**config.mk**
```make
export PLATFORM = sky130hd
export DESIGN_NAME = alu_operand_stage
export DESIGN_NICKNAME = d
export VERILOG_FILES = /design/src/rtl/alu_operand_stage_pkg.sv /design/src/rtl/alu_operand_stage_operand_forward_mux.sv /design/src/rtl/alu_operand_stage.sv
export SDC_FILE = /design/constraint.sdc
export NUM_CORES = 1
export LEC_CHECK = 0
export BUFFER_PORTS_ARGS = -buffer_cell sky130_fd_sc_hd__buf_2
export CORE_UTILIZATION = 53
export DETAILED_ROUTE_END_ITERATION = 10
export HOLD_SLACK_MARGIN = 0.12
export MAX_ROUTING_LAYER = met4
export PLACE_DENSITY_LB_ADDON = 0.12
export SETUP_SLACK_MARGIN = 0.02
export SLEW_MARGIN = 20
export SYNTH_ARGS = -nofsm -noshare
export SYNTH_HDL_FRONTEND = slang
export SYNTH_SLANG_ARGS = --single-unit
```
**constraint.sdc**
```tcl
create_clock -name clk -period 7.7 [get_ports clk]
set_clock_uncertainty 0.15 [all_clocks]
set_input_delay 0.77 -clock clk [delete_from_list [all_inputs] [get_ports clk]]
set_output_delay 0.77 -clock clk [all_outputs]
set_load 0.01 [all_outputs]
```
**src/rtl/alu_operand_stage_pkg.sv**
```systemverilog
// Shared constants for the ALU operand stage: operand-source codes, ALU op codes
// and the skid-buffer occupancy encoding.
package alu_operand_stage_pkg;

    localparam logic OPD1_SRC_RS1 = 1'b0;
    localparam logic OPD1_SRC_PC  = 1'b1;
    localparam logic OPD2_SRC_RS2 = 1'b0;
    localparam logic OPD2_SRC_IMM = 1'b1;

    localparam logic [3:0] ALU_OP_ADD = 4'b0000;
    localparam logic [3:0] ALU_OP_SUB = 4'b1000;

    typedef enum logic [1:0] {
        OCC_EMPTY = 2'd0,
        OCC_ONE   = 2'd1,
        OCC_FULL  = 2'd2
    } occ_state_t;

endpackage

```
**src/rtl/alu_operand_stage_operand_forward_mux.sv**
```systemverilog
// Per-source operand forwarding: EX/MEM beats MEM/WB beats register file, index 0 never forwarded.
// Priority logic exists only when ALU_OPERAND_FWD_EN is defined; otherwise register data passes through.
module operand_forward_mux #(
    parameter int OPERAND_LENGTH = 32,
    parameter int REG_ADDR_WIDTH = 5
) (
    input  logic [REG_ADDR_WIDTH-1:0] src_addr,
    input  logic [OPERAND_LENGTH-1:0] reg_data,
    input  logic                      exmem_valid,
    input  logic [REG_ADDR_WIDTH-1:0] exmem_rd,
    input  logic [OPERAND_LENGTH-1:0] exmem_data,
    input  logic                      memwb_valid,
    input  logic [REG_ADDR_WIDTH-1:0] memwb_rd,
    input  logic [OPERAND_LENGTH-1:0] memwb_data,
    output logic [OPERAND_LENGTH-1:0] fwd_data
);

`ifdef ALU_OPERAND_FWD_EN
    logic src_nonzero;

    assign src_nonzero = (src_addr != '0);

    always_comb begin
        fwd_data = reg_data;
        if (src_nonzero && exmem_valid && (exmem_rd == src_addr)) begin
            fwd_data = exmem_data;
        end else if (src_nonzero && memwb_valid && (memwb_rd == src_addr)) begin
            fwd_data = memwb_data;
        end
    end
`else
    logic unused_fwd;

    assign unused_fwd = ^{src_addr, exmem_valid, exmem_rd, exmem_data,
                          memwb_valid, memwb_rd, memwb_data};
    assign fwd_data   = reg_data;
`endif

endmodule

```
**src/rtl/alu_operand_stage.sv**
```systemverilog
// Operand stage feeding the ALU adder: forwarding, operand select and a 2-entry skid buffer.
// Forwarding is compiled in only when ALU_OPERAND_FWD_EN is defined.
module alu_operand_stage
    import alu_operand_stage_pkg::*;
#(
    parameter int OPERAND_LENGTH = 32,
    parameter int REG_ADDR_WIDTH = 5
) (
    input  logic                      clk,
    input  logic                      rst,
    input  logic                      flush,
    input  logic                      in_valid,
    output logic                      in_ready,
    input  logic [OPERAND_LENGTH-1:0] rs1_data,
    input  logic [OPERAND_LENGTH-1:0] rs2_data,
    input  logic [OPERAND_LENGTH-1:0] pc,
    input  logic [OPERAND_LENGTH-1:0] imm,
    input  logic [REG_ADDR_WIDTH-1:0] rs1_addr,
    input  logic [REG_ADDR_WIDTH-1:0] rs2_addr,
    input  logic [REG_ADDR_WIDTH-1:0] rd_addr_in,
    input  logic                      opd1_src,
    input  logic                      opd2_src,
    input  logic [3:0]                alu_op_select_in,
    input  logic                      fwd_exmem_valid,
    input  logic [REG_ADDR_WIDTH-1:0] fwd_exmem_rd,
    input  logic [OPERAND_LENGTH-1:0] fwd_exmem_data,
    input  logic                      fwd_memwb_valid,
    input  logic [REG_ADDR_WIDTH-1:0] fwd_memwb_rd,
    input  logic [OPERAND_LENGTH-1:0] fwd_memwb_data,
    output logic                      out_valid,
    input  logic                      out_ready,
    output logic [OPERAND_LENGTH-1:0] opd1,
    output logic [OPERAND_LENGTH-1:0] opd2,
    output logic [3:0]                alu_op_select,
    output logic [REG_ADDR_WIDTH-1:0] rd_addr
);

    logic [OPERAND_LENGTH-1:0] rs1_fwd;
    logic [OPERAND_LENGTH-1:0] rs2_fwd;
    logic [OPERAND_LENGTH-1:0] new_opd1;
    logic [OPERAND_LENGTH-1:0] new_opd2;

    logic [OPERAND_LENGTH-1:0] skid_opd1;
    logic [OPERAND_LENGTH-1:0] skid_opd2;
    logic [3:0]                skid_op;
    logic [REG_ADDR_WIDTH-1:0] skid_rd;

    occ_state_t state;
    occ_state_t state_next;
    logic       accept;
    logic       consume;

    operand_forward_mux #(
        .OPERAND_LENGTH(OPERAND_LENGTH),
        .REG_ADDR_WIDTH(REG_ADDR_WIDTH)
    ) u_rs1_fwd (
        .src_addr   (rs1_addr),
        .reg_data   (rs1_data),
        .exmem_valid(fwd_exmem_valid),
        .exmem_rd   (fwd_exmem_rd),
        .exmem_data (fwd_exmem_data),
        .memwb_valid(fwd_memwb_valid),
        .memwb_rd   (fwd_memwb_rd),
        .memwb_data (fwd_memwb_data),
        .fwd_data   (rs1_fwd)
    );

    operand_forward_mux #(
        .OPERAND_LENGTH(OPERAND_LENGTH),
        .REG_ADDR_WIDTH(REG_ADDR_WIDTH)
    ) u_rs2_fwd (
        .src_addr   (rs2_addr),
        .reg_data   (rs2_data),
        .exmem_valid(fwd_exmem_valid),
        .exmem_rd   (fwd_exmem_rd),
        .exmem_data (fwd_exmem_data),
        .memwb_valid(fwd_memwb_valid),
        .memwb_rd   (fwd_memwb_rd),
        .memwb_data (fwd_memwb_data),
        .fwd_data   (rs2_fwd)
    );

    assign new_opd1 = (opd1_src == OPD1_SRC_PC)  ? pc  : rs1_fwd;
    assign new_opd2 = (opd2_src == OPD2_SRC_IMM) ? imm : rs2_fwd;

    assign accept  = in_valid & in_ready;
    assign consume = out_valid & out_ready;

    always_comb begin
        state_next = state;
        case (state)
            OCC_EMPTY: if (accept) state_next = OCC_ONE;
            OCC_ONE: begin
                if (accept && !consume)      state_next = OCC_FULL;
                else if (consume && !accept) state_next = OCC_EMPTY;
            end
            OCC_FULL:  if (consume) state_next = OCC_ONE;
            default:   state_next = OCC_EMPTY;
        endcase
    end

    // Output entry always holds the oldest instruction; the skid entry only fills
    // when a new one arrives while the output entry is stalled.
    always_ff @(posedge clk or posedge rst) begin
        if (rst) begin
            state         <= OCC_EMPTY;
            in_ready      <= 1'b1;
            out_valid     <= 1'b0;
            opd1          <= '0;
            opd2          <= '0;
            alu_op_select <= '0;
            rd_addr       <= '0;
            skid_opd1     <= '0;
            skid_opd2     <= '0;
            skid_op       <= '0;
            skid_rd       <= '0;
        end else if (flush) begin
            state         <= OCC_EMPTY;
            in_ready      <= 1'b1;
            out_valid     <= 1'b0;
            opd1          <= '0;
            opd2          <= '0;
            alu_op_select <= '0;
            rd_addr       <= '0;
            skid_opd1     <= '0;
            skid_opd2     <= '0;
            skid_op       <= '0;
            skid_rd       <= '0;
        end else begin
            state     <= state_next;
            in_ready  <= (state_next != OCC_FULL);
            out_valid <= (state_next != OCC_EMPTY);
            case (state)
                OCC_EMPTY: begin
                    if (accept) begin
                        opd1          <= new_opd1;
                        opd2          <= new_opd2;
                        alu_op_select <= alu_op_select_in;
                        rd_addr       <= rd_addr_in;
                    end
                end
                OCC_ONE: begin
                    if (accept && consume) begin
                        opd1          <= new_opd1;
                        opd2          <= new_opd2;
                        alu_op_select <= alu_op_select_in;
                        rd_addr       <= rd_addr_in;
                    end else if (accept) begin
                        skid_opd1 <= new_opd1;
                        skid_opd2 <= new_opd2;
                        skid_op   <= alu_op_select_in;
                        skid_rd   <= rd_addr_in;
                    end
                end
                OCC_FULL: begin
                    if (consume) begin
                        opd1          <= skid_opd1;
                        opd2          <= skid_opd2;
                        alu_op_select <= skid_op;
                        rd_addr       <= skid_rd;
                    end
                end
                default: ;
            endcase
        end
    end

endmodule

```
### Word-level counts from Yosys, hierarchy flattened

Cells that the tools add are included.

| word-level totals | value |
|---|---|
| bits in registers | 150 |
| input port bits | 230 |
| output and inout bits | 75 |
| logic and storage cells | 74 |

| cells by class | value |
|---|---|
| eq/ne operators | 7 |
| multiplexer cells | 42 |
| bitwise gates (word level) | 2 |
| reductions and logical operators | 12 |

Operators by type and width:

| operator | number |
|---|---|
| $mux W32 | 16 |
| $pmux W32 S3 | 2 |
| $mux W5 | 7 |
| $mux W4 | 7 |
| $pmux W5 S3 | 1 |
| $pmux W4 S3 | 1 |
| $mux W2 | 5 |
| $ne A3 B3 Y1 const B | 3 |
| $pmux W2 S3 | 1 |
| $reduce_bool A2 Y1 | 3 |
| $ne A2 B2 Y1 const B | 2 |
| $reduce_and A4 Y1 | 1 |
| $reduce_bool A4 Y1 | 1 |
| $logic_and A1 B1 Y1 | 3 |
| $reduce_and A3 Y1 | 1 |
| $and A1 B1 Y1 | 2 |
| $eq A2 B1 Y1 const B | 1 |
| $eq A2 B2 Y1 const B | 1 |
| $logic_not A1 Y1 | 2 |
| $logic_not A2 Y1 | 1 |
| $mux W1 | 2 |

### Depth between registers and ports, before layout

| depth | value |
|---|---|
| depth in word-level cells | 8 |
| mapped depth | 9 |
| depth with buffers taken out | 6 |

### Hierarchy

Synthesis repeated with hierarchy kept, for this count alone.

| second synthesis, totals | value |
|---|---|
| cells, all modules | 896 |
| area total of the unflattened synthesis | 8101.5 um^2 |

By module, submodules not included:

| module | instances | cells an instance | area each (um^2) | seq. area each (um^2) |
|---|---|---|---|---|
| alu_operand_stage | 1 | 832 | 7621.1 | 3754.9 |
| operand_forward_mux | 2 | 32 | 240.2 | 0.0 |

### Worst setup path before layout

No wires, ideal clock.

| timing | value |
|---|---|
| path kind | input-to-reg |
| from | input in_valid |
| to | register alu_op_select[2] |
| setup time | 147 ps |
| arrival time | 1829 ps |
| required time | 7403 ps |
| setup slack | 5574 ps |
| stages on the path | 5 |
| path buffers | 1 |
| cell sequence | nand4_1 a221o_1 buf_4 nor2_2 a211oi_1 |

| on the way | value |
|---|---|
| longest elaborated chain between the ends | 4 |
| elaborated cells on any way between the ends | 5 |
| classes of those cells | eq/ne (2); bitwise (1); reduce/logical (2) |

RTL lines:

| item | line | RTL |
|---|---|---|
| start, declared | alu_operand_stage.sv:12 | `input logic in_valid,` |
| $and A1 B1 Y1 * | alu_operand_stage.sv:86 | `assign accept = in_valid & in_ready;` |
| $logic_and A1 B1 Y1 | alu_operand_stage.sv:143 | `if (accept && consume) begin` |
| $ne A3 B3 Y1 (no line) | - |  |
| $reduce_and A4 Y1 (no line) * | - |  |
| end signal, assigned | alu_operand_stage.sv:138 | `alu_op_select <= alu_op_select_in;` |
| end signal, assigned | alu_operand_stage.sv:146 | `alu_op_select <= alu_op_select_in;` |
| end signal, assigned | alu_operand_stage.sv:159 | `alu_op_select <= skid_op;` |
| end, declared | alu_operand_stage.sv:34 | `output logic [3:0] alu_op_select,` |

Mark *: on every way between the ends. The rest lies on a longest branch, timed or not.
A chain may end at the register's enable or synchronous reset.

### Worst setup path in the final report

| timing | value |
|---|---|
| from | register state[0] |
| to | register alu_op_select[0] |

| on the way | value |
|---|---|
| longest elaborated chain between the ends | 3 |
| elaborated cells on any way between the ends | 10 |
| classes of those cells | eq/ne (5); mux (2); reduce/logical (3) |

RTL lines:

| item | line | RTL |
|---|---|---|
| start, declared | alu_operand_stage.sv:48 | `occ_state_t state;` |
| start signal, assigned | alu_operand_stage.sv:130 | `state <= state_next;` |
| $eq A2 B1 Y1 (tied with other cells) | alu_operand_stage.sv:133 | `case (state)` |
| $ne A3 B3 Y1 (no line) (tied with other cells) | - |  |
| $reduce_and A4 Y1 (no line) or $mux W4 (tied branches) | - |  |

Several ways; a longest one is shown, not always the timed one.

==> results.txt <==
Critical path launch point: state[0]
Unrepaired setup endpoints after global routing: false
Ys Warns: 0
Largest net degree at the start of global routing: 83
Power after layout: 2430 uW
Post-layout minimum cycle time: 2.933 ns
Routed wire length: 19.63 mm
Die Height: 121.9 um
FF-to-FF End: alu_op_select[0]
Setup ws final: 4.767 ns
Endpoint type of the worst setup path: register
Commonest cells after routing, fill and taps aside: buf_2, dfrtp_1, o21ai_0
CORE AREA: 13930 um^2
Layout area overhead: 21.90%
Global-route wire length before repair: 31.60 mm
Slew @ Worst Pin: 0.9461 ns
Cell row count: 43
Post-detail-place hpwl: 12.01 mm
First-iteration detailed-routing DRC count: 433
Critical-path cell list: inv_1, ha_4, a221oi_4, buf_4, a21oi_1, a211oi_2
Crit-path slowest cell: buf_4
Port bufs: 218
H-Tree Depth: 4
CP Launch Type: register
Worst vdd ir: 0.1463 mV
Syn Nets: 1066
Util after Layout: 0.6667
Pwr/cell area: 261.6 nW/um^2
Place WS: 4.662 ns
Worst reg2reg setup slack: 4.77 ns
Layout cells sized above 1: 0.2721
Routability cong.: 0.8085
Post-synthesis sequential area ratio: 0.4927
Root buf cell: clkbuf_16
Post-cts resize count: 0
Post-Syn Area per Cell: 9.160 um^2
Main synth FF type: dfrtp_1
Detailed-route wire length per cell: 16.51 um
Critical Path Sink: alu_op_select[0]
Post-Syn Instances: 832
Crit path arrival time: 3.11 ns
Flops & latches, synth: 150
CTS buffer count: 17
GRT Overall Usage: 0.2797
Worst-skew pair later-pin latency: 0.42 ns
Worst slew margin: 0.3693
CTS Hold Bufs: 0
CP required: 7.88 ns
DRC: 0
CTS Sinks: 150
Achievable Freq: 340.9 MHz
Chip width: 121.9 um
Nets: 1228
Initial antenna violation count: 2
Reg2Reg Launch Point: state[0]
Vias in the first global route: 6252
TritonCTS clock tree: yes
Synth area leader: dfrtp_1
CTS Buffer Depth: 2
Drt pass-1 iters: 5
Max Cap Viol: 0
Filler cells: 1150
Vias/cell: 5.727
CP max FO: 64
CP Class: register to register
Max incr delay on CP: 0.72 ns
Setup bufs post-CTS: 0
Post-synth EDFFs: 0
Ys async rst share: 1.000
DIE AREA: 14860 um^2
Post-synth top area share: 0.4892
Synthesized area: 7621 um^2
Global route total overflow: 0
ANT nets after route: 0
Slew Limit Fails: 0
Most common cell after layout, fill and taps aside: buf_2
DR vias: 6809
Ports: 305
Post-synth cell types: 32
Static Leak: 0.004295 uW
Status: finished clean
Final setup viols: 0
Synth top area cells: dfrtp_1, mux2i_1, o21ai_0, a211oi_1, a21oi_1
R2R depth: 6
Crit share post-route: 0.3809
Clk slew on worst S/H paths: 0.06 ns
Starting density of the core: 0.5469
Setup_tns: 0 ns
Fin. Hold Viols: 0
HP Class: input pin to async pin
[registers in the layout (all words and copies together) (netlist names)]
register	flops
alu_op_select	4
in_ready	1
opd1	32
opd2	32
out_valid	1
rd_addr	5
skid_op	4
skid_opd1	32
skid_opd2	32
skid_rd	5
state	2
[final cells by class]
class,instances,area (um^2),area share
Antenna cell,2,5.005,0.0005387
Clock inverter,11,171.4,0.01845
Multi-Input combinational cell,596,3490,0.3756
Clock buffer,21,470.5,0.05064
Inverter,3,16.27,0.001751
Tap cell,180,225.2,0.02424
Sequential cell,150,3755,0.4042
Timing Repair Buffer,226,1157,0.1246
[worst min-delay path by stage]
stage,endpoint,startpoint,slack (ns),cells past startpoint
2_1_floorplan,skid_op[0],skid_op[0],0.35,2
6_report,opd2[8],rst,0.28,2
3_5_place_dp,skid_op[0],skid_op[0],0.37,2
3_3_place_gp,skid_op[0],skid_op[0],0.36,2
4_1_cts,opd2[4],rst,0.32,2
5_1_grt,opd2[4],rst,0.34,2
[layer usage]
layer,share of wire,wire length [um],up-vias,global-route usage
li1,-,-,3297,-
met1,0.45,8765,3268,0.3676
met2,0.47,9310,219,0.4290
met3,0.060,1184,25,0.06461
met4,0.019,369,0,0.08796
met5,0,0,-,-
[cells in the mapped netlist (3+ instances only)]
| master | n |
|---|---|
| a211oi_2 | 6 |
| dfrtp_1 | 149 |
| nand3_1 | 65 |
| buf_2 | 16 |
| buf_1 | 3 |
| buf_6 | 7 |
| a21oi_1 | 83 |
| inv_1 | 3 |
| clkbuf_1 | 55 |
| a211oi_1 | 67 |
| nor2_1 | 67 |
| nand2_1 | 85 |
| ha_1 | 4 |
| o21ai_0 | 128 |
| mux2i_1 | 73 |
[critical path, delay by kind of cell (launching register included)]
kind,cells,cell delay (ns)
adder cells (fa/ha/maj),1,0.36
AO/OA/AOI/OAI,3,1.06
buffers and inverters,2,0.84
flip-flops,1,0.39
[through the flow]
| stage | cells | hold slack (ns) | area, um^2 |
|---|---|---|---|
| CTS | 1187 | 0.3198 | 9281 |
| global placement | 1155 | 0.3594 | 8640 |
| finish | 1189 | 0.2778 | 9290 |
| floorplan | 832 | 0.3510 | 7621 |
| global route | 1189 | 0.3408 | 9290 |
| detailed placement | 1155 | 0.3691 | 8640 |
[power by group]
group          switching, uW  internal [uW]  total (uW)
clock                    327            569         896
combinational            385            209         594
sequential              51.3            889         941
total                    763           1670        2430
[kinds of logic after synthesis]
kind of cell,Yosys count,synth area share
AO/OA/AOI/OAI,292,0.2254
XOR/XNOR,1,0.001149
adder cells (fa/ha/maj),5,0.007881
buffers and inverters,86,0.05287
flip-flops,150,0.4927
multiplexers,73,0.09588
AND/OR/NAND/NOR,225,0.1241
Power figures use the tool's default switching activity.
